$ cat src/rtl/rv_vp_pkg.sv
`default_nettype none
// ============================================================================
//  Module      : rv_vp_pkg
//  Description : Shared widths and writeback result-source encoding for the
//                scalar/vector RV32I-based core pipeline registers.
//  Revision    : 1.0 - initial release
// ============================================================================
package rv_vp_pkg;

    localparam int unsigned INSTR_W = 32;   // instruction and PC width
    localparam int unsigned DATA_W  = 128;  // 4 x 32-bit lanes
    localparam int unsigned RD_W    = 6;    // MSB selects scalar vs vector file
    localparam int unsigned RES_W   = 2;    // result_source select width

    // Writeback mux select. 2'b11 is reserved and is passed through untouched.
    typedef enum logic [RES_W-1:0] {
        RES_ALU = 2'b00,
        RES_MEM = 2'b01,
        RES_PC4 = 2'b10
    } result_source_e;

endpackage : rv_vp_pkg
`default_nettype wire

$ cat src/rtl/pipe_writeback_vp_pipe_reg.sv
`default_nettype none
// ============================================================================
//  Module      : pipe_reg
//  Description : Parameterized pipeline register with stage enable and
//                asynchronous active-low clear.
//  Ports       : clock       - rising-edge clock
//                async_reset - asynchronous active-low clear
//                i_enable    - 1 captures i_d, 0 holds
//                i_d / o_q   - WIDTH-bit data in / registered data out
//  Revision    : 1.0 - initial release
// ============================================================================
module pipe_reg #(
    parameter int unsigned WIDTH = 1
) (
    input  logic             clock,
    input  logic             async_reset,
    input  logic             i_enable,
    input  logic [WIDTH-1:0] i_d,
    output logic [WIDTH-1:0] o_q
);

    logic [WIDTH-1:0] r_q;

    always_ff @(posedge clock or negedge async_reset) begin
        if (!async_reset) begin
            r_q <= '0;
        end else if (i_enable) begin
            r_q <= i_d;
        end
    end

    assign o_q = r_q;

endmodule : pipe_reg
`default_nettype wire

$ cat src/rtl/pipe_writeback_vp.sv
`default_nettype none
// ============================================================================
//  Module      : pipe_writeback_vp
//  Description : Memory-to-writeback pipeline register. Pure storage: every
//                _M field is captured into its _W copy on an enabled rising
//                edge and cleared asynchronously while async_reset is low.
//  Ports       : clock, async_reset (active-low, async), enabler (1 = capture)
//                instruction, write_scalar_reg, result_source,
//                write_vector_reg, rd, ALU_result_bus, read_data_bus,
//                PC_plus_4 - _M inputs and registered _W outputs
//  Revision    : 1.0 - initial release
// ============================================================================
module pipe_writeback_vp #(
    parameter int unsigned INSTR_W = rv_vp_pkg::INSTR_W,
    parameter int unsigned DATA_W  = rv_vp_pkg::DATA_W,
    parameter int unsigned RD_W    = rv_vp_pkg::RD_W
) (
    input  logic                          clock,
    input  logic                          async_reset,
    input  logic                          enabler,

    input  logic [INSTR_W-1:0]            instruction_M,
    input  logic                          write_scalar_reg_M,
    input  logic [rv_vp_pkg::RES_W-1:0]   result_source_M,
    input  logic                          write_vector_reg_M,
    input  logic [RD_W-1:0]               rd_M,
    input  logic [DATA_W-1:0]             ALU_result_bus_M,
    input  logic [DATA_W-1:0]             read_data_bus_M,
    input  logic [INSTR_W-1:0]            PC_plus_4_M,

    output logic [INSTR_W-1:0]            instruction_W,
    output logic                          write_scalar_reg_W,
    output logic [rv_vp_pkg::RES_W-1:0]   result_source_W,
    output logic                          write_vector_reg_W,
    output logic [RD_W-1:0]               rd_W,
    output logic [DATA_W-1:0]             ALU_result_bus_W,
    output logic [DATA_W-1:0]             read_data_bus_W,
    output logic [INSTR_W-1:0]            PC_plus_4_W
);

    import rv_vp_pkg::*;

    // All fields travel as one bundle through a single register so that a
    // shared enable can never leave the stage partially updated.
    localparam int unsigned c_BUNDLE_W = INSTR_W + 1 + RES_W + 1 + RD_W
                                       + DATA_W + DATA_W + INSTR_W;

    logic [c_BUNDLE_W-1:0] w_bundle_m;
    logic [c_BUNDLE_W-1:0] w_bundle_w;

    assign w_bundle_m = {instruction_M, write_scalar_reg_M, result_source_M,
                         write_vector_reg_M, rd_M, ALU_result_bus_M,
                         read_data_bus_M, PC_plus_4_M};

    pipe_reg #(
        .WIDTH (c_BUNDLE_W)
    ) u_mw_reg (
        .clock       (clock),
        .async_reset (async_reset),
        .i_enable    (enabler),
        .i_d         (w_bundle_m),
        .o_q         (w_bundle_w)
    );

    assign {instruction_W, write_scalar_reg_W, result_source_W,
            write_vector_reg_W, rd_W, ALU_result_bus_W,
            read_data_bus_W, PC_plus_4_W} = w_bundle_w;

endmodule : pipe_writeback_vp
`default_nettype wire

$ cat config.mk
export PLATFORM = sky130hd
export DESIGN_NAME = pipe_writeback_vp
export DESIGN_NICKNAME = d
export VERILOG_FILES = /design/src/rtl/rv_vp_pkg.sv /design/src/rtl/pipe_writeback_vp_pipe_reg.sv /design/src/rtl/pipe_writeback_vp.sv
export SDC_FILE = /design/constraint.sdc
export NUM_CORES = 1
export LEC_CHECK = 0
export ABC_AREA = 1
export CAP_MARGIN = 20
export CORE_AREA = 4 4 258 260
export CTS_CLUSTER_DIAMETER = 30
export DETAILED_ROUTE_END_ITERATION = 10
export DIE_AREA = 0 0 262 264
export PLACE_DENSITY = 0.57
export SETUP_SLACK_MARGIN = 0.02
export SLEW_MARGIN = 25
export SYNTH_ARGS = -nofsm -noshare
export SYNTH_HDL_FRONTEND = slang
export SYNTH_SLANG_ARGS = --single-unit
$ cat constraint.sdc
create_clock -name clock -period 0.8 [get_ports clock]
set_input_delay 0.12 -clock clock [delete_from_list [all_inputs] [get_ports clock]]
set_output_delay 0.12 -clock clock [all_outputs]
set_load 0.005 [all_outputs]
==> impl_metrics.tcl, run 1 <==
set metrics [dict create \
    switching_share 0.2321 \
    viasPerCell 3.887 \
    grt_pass1_wl_um 77310 \
    nNetsFinal 2660 \
    endpoint "ALU_result_bus_W[20]" \
    rows 93 \
    fin_util 0.3692 \
    grt_usage 0.1441 \
    outcome "finished, violations left" \
    violations "hold timing, setup timing" \
    ys_ff_latch 330 \
    synth.yosys.seq_area_share 0.6580 \
    intPower_mw 49.34 \
    crit_arrival_ns 1.16 \
    crit_buf_inv 1 \
    fin_crit_sh 1.595 \
    cp_slowest_cell "dfrtp_1" \
    timing.final.crit_period_ns 1.276 \
    total_power_mw 64.24 \
    drtPass1Iterations 5 \
    cts_buffers 89 \
    gp_congestion 0.8663 \
    io_pins 663 \
    die_area_sq_mm 0.06917 \
    clockBufferDepth 3 \
    drive_above_1_share 0.3120 \
    grt_max_degree 46 \
    path_depth 1 \
    drt-total-wl_um 52600 \
    p_sw_mw 14.91 \
    rsz0062_at_grt "true" \
    syn2layout_area_growth_pct 88.62 \
    power_frac_seq 0.297 \
    path_delay_family "flip-flops" \
    num_vias 12634 \
    max_slew_margin 0.7420 \
    fin_ws_ns -0.4761 \
    hp-class "primary input to async pin" \
    dpl.hpwl_um 38910 \
    syn_inst 1394 \
    critical_path.endpoint_type "output pin" \
    fin_skew_ns 0 \
    antenna_found_initial 4 \
    placedCellCount 2954 \
    ys_warn_count 0 \
    clkSinkCount 330 \
    die_height_um 264 \
    r2r_end "u_mw_reg.o_q[156]" \
    cellPowerDensity_mw_per_mm2 2714 \
    finalHoldViolCount 10 \
    clkTransAtPathRegs_ns 0.04 \
    grt_pass1_vias 13358 \
    drt_iter0_drc 576 \
    reg2reg_from "u_mw_reg.o_q[156]" \
    synth.distinct_cells 8 \
    cpPeakStageDelay_ns 0.41 \
    final_cell_mix "nand2_1, clkdlybuf4s50_1, dfrtp_1, buf_2, buf_4" \
    fin_cells 3250 \
    drc 0 \
    p_clk_frac 0.580 \
    worstSetupPathType "flip-flop to output pin" \
    maxSlewViolCount 0 \
    ir_worst_vdd_mv 1.850 \
    core_sq_mm 0.06412 \
    cts_root_buffer "clkbuf_16" \
    clock_latency_ns 0.58 \
    setup_viol 339 \
    combPwrFrac 0.123 \
    tightest_slew_ns 0.3870 \
    fin_hold_ws_ns -0.05942 \
    detail-route-antenna-nets 0 \
    final.fill_count 6446 \
    worst_ep_required_time_ns 0.68 \
    drv_cap 0 \
    die_w_um 262 \
    port_buffers 662 \
    final_common_cell "nand2_1" \
    initial_core_util 0.1958 \
    wire_per_inst_um 16.18 \
    rr_worst_depth 4 \
    clock.fmax_mhz 783.7 \
    path_max_fanout 2 \
    grt_overflow 0 \
    path_cells "buf_2" \
    r2r_slack_ns -0.05 \
    largest_register_ffs 330 \
    p_leak_nw 12.54 \
    crit_start "u_mw_reg.o_q[180]" \
    cts_tree "built" \
    h-tree-depth 3 \
    cp-start-kind "flip-flop" \
    syn_area_sq_mm 0.01255 \
    syn_avg_cell_area_sq_um 9.003 \
    synthesis.nets 1727 \
    pre_cts_ws_ns -0.4127 \
]
-- logic make-up after synthesis --
family / count (synthesis) / share of synthesized area
DFF: 330 / 0.6580
and+or+nand+nor: 990 / 0.2961
buffers and inverters: 74 / 0.04596
-- metrics by stage --
step | hold WS, ns | cell area, sq um | TNS (ns)
after detailed placement | -0.05756 | 20860 | -102.40
after global routing | -0.09421 | 23670 | -158.62
after CTS | -0.1175 | 23000 | -171.45
after global placement | -0.06073 | 20860 | -98.39
after floorplan | -0.1756 | 12550 | 0
final | -0.05942 | 23670 | -137.56
-- synthesized netlist by cell type (all sizes together) --
cell / instances / area [sq um]
dfrtp: 330 / 8258
buf: 70 / 559.3
clkbuf: 3 / 11.26
nand2: 990 / 3716
inv: 1 / 6.260
-- power by group through the flow --
stage | clock network [mW] | logic, mW | registers [mW]
2_1_floorplan | 0 | 1.87 | 19.4
6_report | 37.3 | 7.92 | 19.1
4_1_cts | 38.1 | 7.51 | 19.0
3_5_place_dp | 0 | 8.43 | 19.3
5_1_grt | 39.0 | 8.72 | 19.2
3_3_place_gp | 0 | 8.40 | 19.2
-- how the worst min path moves through the flow --
stage                                   end  slack (ns)  depth (start not counted)
after floorplan             u_mw_reg.o_q[0]       -0.18                          0
after global placement    u_mw_reg.o_q[256]       -0.06                          1
after detailed placement  u_mw_reg.o_q[256]       -0.06                          1
after CTS                 u_mw_reg.o_q[256]       -0.12                          2
after global routing      u_mw_reg.o_q[315]       -0.09                          2
final                     u_mw_reg.o_q[256]       -0.06                          2
-- repair_timing --
action                                  in CTS  in global routing
endpoints found under the setup margin     330                459
pin swaps                                    0                 20
setup buffers                               55                 90
resized for setup                         1336                 47
hold buffers                                13                  1
endpoints found under the hold margin      359                 12
-- area by class of cell --
| cell class | instances | area (sq um) | area share |
|---|---|---|---|
| multi-input combinational | 990 | 3791 | 0.1601 |
| antenna | 1 | 2.502 | 0.0001057 |
| sequential | 330 | 8258 | 0.3488 |
| tap | 855 | 1070 | 0.04519 |
| clock buffer | 118 | 2476 | 0.1046 |
| inverter | 1 | 11.26 | 0.0004757 |
| clock inverter | 40 | 685.7 | 0.02896 |
| timing repair buffer | 915 | 7378 | 0.3117 |
-- routing by layer --
layer  track usage  up-vias  share of wire
met5             0        -        0.00051
met4       0.07593        4          0.044
met3       0.05234      145          0.097
met2        0.2401      580           0.48
met1        0.1609     5815           0.38
li1              -     6090              -
Note: power is estimated with default switching activity, not from simulation.
==> run 2, diff against run 1 <==
Settings changed: SKIP_LAST_GASP from default to 1.
==> run 2 against run 1 <==
- the run still ends with hold timing, setup timing left
- sequential cell count did not move
- clock-buffer cell count did not move
- worst setup slack is essentially flat
- clock power barely moved
- critical path type unchanged
- first-iteration DRC count unchanged
- die area is the same
- sequential power about the same
- largest cell class unchanged
- clock skew unchanged
- design area hardly changed
==> impl_metrics.tcl, run 2 (synthesized netlist as in run 1, its figures left out) <==
set metrics [dict create \
    syn2layout_area_growth_pct 88.46 \
    fin_hold_ws_ns -0.05995 \
    viasPerCell 3.887 \
    drc 0 \
    total_power_mw 64.23 \
    drt-total-wl_um 52590 \
    timing.final.crit_period_ns 1.276 \
    rows 93 \
    drtPass1Iterations 5 \
    grt_overflow 0 \
    path_delay_family "flip-flops" \
    tightest_slew_ns 0.3791 \
    grt_pass1_vias 13358 \
    port_buffers 662 \
    clkSinkCount 330 \
    rsz0062_at_grt "true" \
    grt_use_met3 0.05234 \
    clkTransAtPathRegs_ns 0.04 \
    path_cells "buf_2" \
    die_w_um 262 \
    finalHoldViolCount 10 \
    setup_viol 339 \
    io_pins 663 \
    cp-start-kind "flip-flop" \
    switching_share 0.2320 \
    critical_path.endpoint_type "output pin" \
    drt_iter0_drc 576 \
    p_clk_frac 0.580 \
    fin_cells 3250 \
    finalInstanceArea_sq_mm 0.02365 \
    cpPeakStageDelay_ns 0.41 \
    largest_register_ffs 330 \
    outcome "finished, violations left" \
    die_area_sq_mm 0.06917 \
    cts_buffers 89 \
    fin_ws_ns -0.4761 \
    nNetsFinal 2660 \
    crit_arrival_ns 1.16 \
    intPower_mw 49.33 \
    cts_tree "built" \
    h-tree-depth 3 \
    busiest_layer "met2" \
    num_vias 12634 \
    dpl.hpwl_um 38910 \
    clockBufferDepth 3 \
    combPwrFrac 0.123 \
    die_height_um 264 \
    drive_above_1_share 0.3099 \
    drv_cap 0 \
    core_sq_mm 0.06412 \
    hp-class "primary input to async pin" \
    worst_ep_required_time_ns 0.68 \
    grtUsageMet1 0.1609 \
    crit_buf_inv 1 \
    pre_cts_ws_ns -0.4127 \
    placed_cell_area_sq_mm 0.02086 \
    placedCellCount 2954 \
    grt_usage 0.1441 \
    initial_core_util 0.1958 \
    fin_crit_sh 1.595 \
    met2_usage 0.2401 \
    fin_skew_ns 0 \
    cp_slowest_cell "dfrtp_1" \
    violations "hold timing, setup timing" \
    clock_latency_ns 0.58 \
    ir_worst_vdd_mv 1.854 \
    grt_max_degree 46 \
    cellPowerDensity_mw_per_mm2 2715 \
    clock.fmax_mhz 783.6 \
    cts_root_buffer "clkbuf_16" \
    path_max_fanout 2 \
    detail-route-antenna-nets 0 \
    antenna_found_initial 4 \
    maxSlewViolCount 0 \
    power_frac_seq 0.297 \
    wire_per_inst_um 16.18 \
    gp_congestion 0.8663 \
    max_slew_margin 0.7473 \
    p_sw_mw 14.90 \
    grt_pass1_wl_um 77310 \
    worstSetupPathType "flip-flop to output pin" \
    final_cell_mix "nand2_1, clkdlybuf4s50_1, dfrtp_1, buf_2, buf_4" \
    final_common_cell "nand2_1" \
    p_leak_nw 12.53 \
    final.fill_count 6449 \
]
-- run 2: cell count changes in the layout (fill, tap and decap cells not counted) --
cell	delta
buf_6	-2
nand2_2	-5
nand2_1	+5
buf_4	+2
-- run 2: stage by stage --
| step | setup TNS [ns] | util |
|---|---|---|
| 2_1_floorplan | 0 | - |
| 3_5_place_dp | -102.40 | 0.3254 |
| 6_report | -137.56 | 0.3689 |
| 5_1_grt | -158.66 | 0.3689 |
| 3_3_place_gp | -98.39 | 0.3254 |
| 4_1_cts | -171.45 | 0.3587 |
-- run 2: final timing paths --
kind	depth (start not counted)	endpoint	startpoint	slack (ns)
worst max-delay path	1	ALU_result_bus_W[20]	u_mw_reg.o_q[180]	-0.48
worst min-delay path	2	u_mw_reg.o_q[256]	async_reset	-0.06
worst max register to register	4	u_mw_reg.o_q[204]	u_mw_reg.o_q[204]	-0.06
worst min register to register	2	u_mw_reg.o_q[172]	u_mw_reg.o_q[172]	0.46
max in group asynchronous	4	u_mw_reg.o_q[288]	async_reset	0.21
min in group clock	4	u_mw_reg.o_q[136]	enabler	0.03
-- run 2: power by group through the flow --
stage	combinational [mW]	sequential, mW	clock (mW)
global placement	8.40	19.2	0
finish	7.90	19.1	37.3
global route	8.70	19.2	39.0
CTS	7.51	19.0	38.1
detailed placement	8.43	19.3	0
floorplan	1.87	19.4	0
-- run 2: what timing repair did --
action | 4_1_cts | 5_1_grt
endpoints found under the setup margin | 330 | 459
pin swaps | 0 | 17
gates resized for setup | 1336 | 40
setup buffers | 55 | 90
endpoints found under the hold margin | 359 | 12
hold buffers | 13 | 1
gates cloned | 0 | 0
-- run 2: worst reg2reg max path: stages, from the launching register on --
cell and delay (ns):
dfrtp_1 0.39, buf_6 0.12, buf_4 0.12, nand2_2 0.06
nand2_2 0.05
-- run 2: final cells by class --
cell class              count  area [sq um]  share of cell area
diodes                      1         2.502           0.0001058
clock buffers             118          2476              0.1047
clock inverters            40         685.7             0.02899
inverters                   1         11.26           0.0004761
multi-input cells         990          3779              0.1598
flip-flops and latches    330          8258              0.3491
well taps                 855          1070             0.04523
repair buffers            915          7371              0.3116
-- run 2: routing by layer --
metal / vias to the layer above / wire length [um]
li1: 6086 / -
met1: 5799 / 20070
met2: 596 / 25040
met3: 149 / 5123
met4: 4 / 2328
met5: - / 27
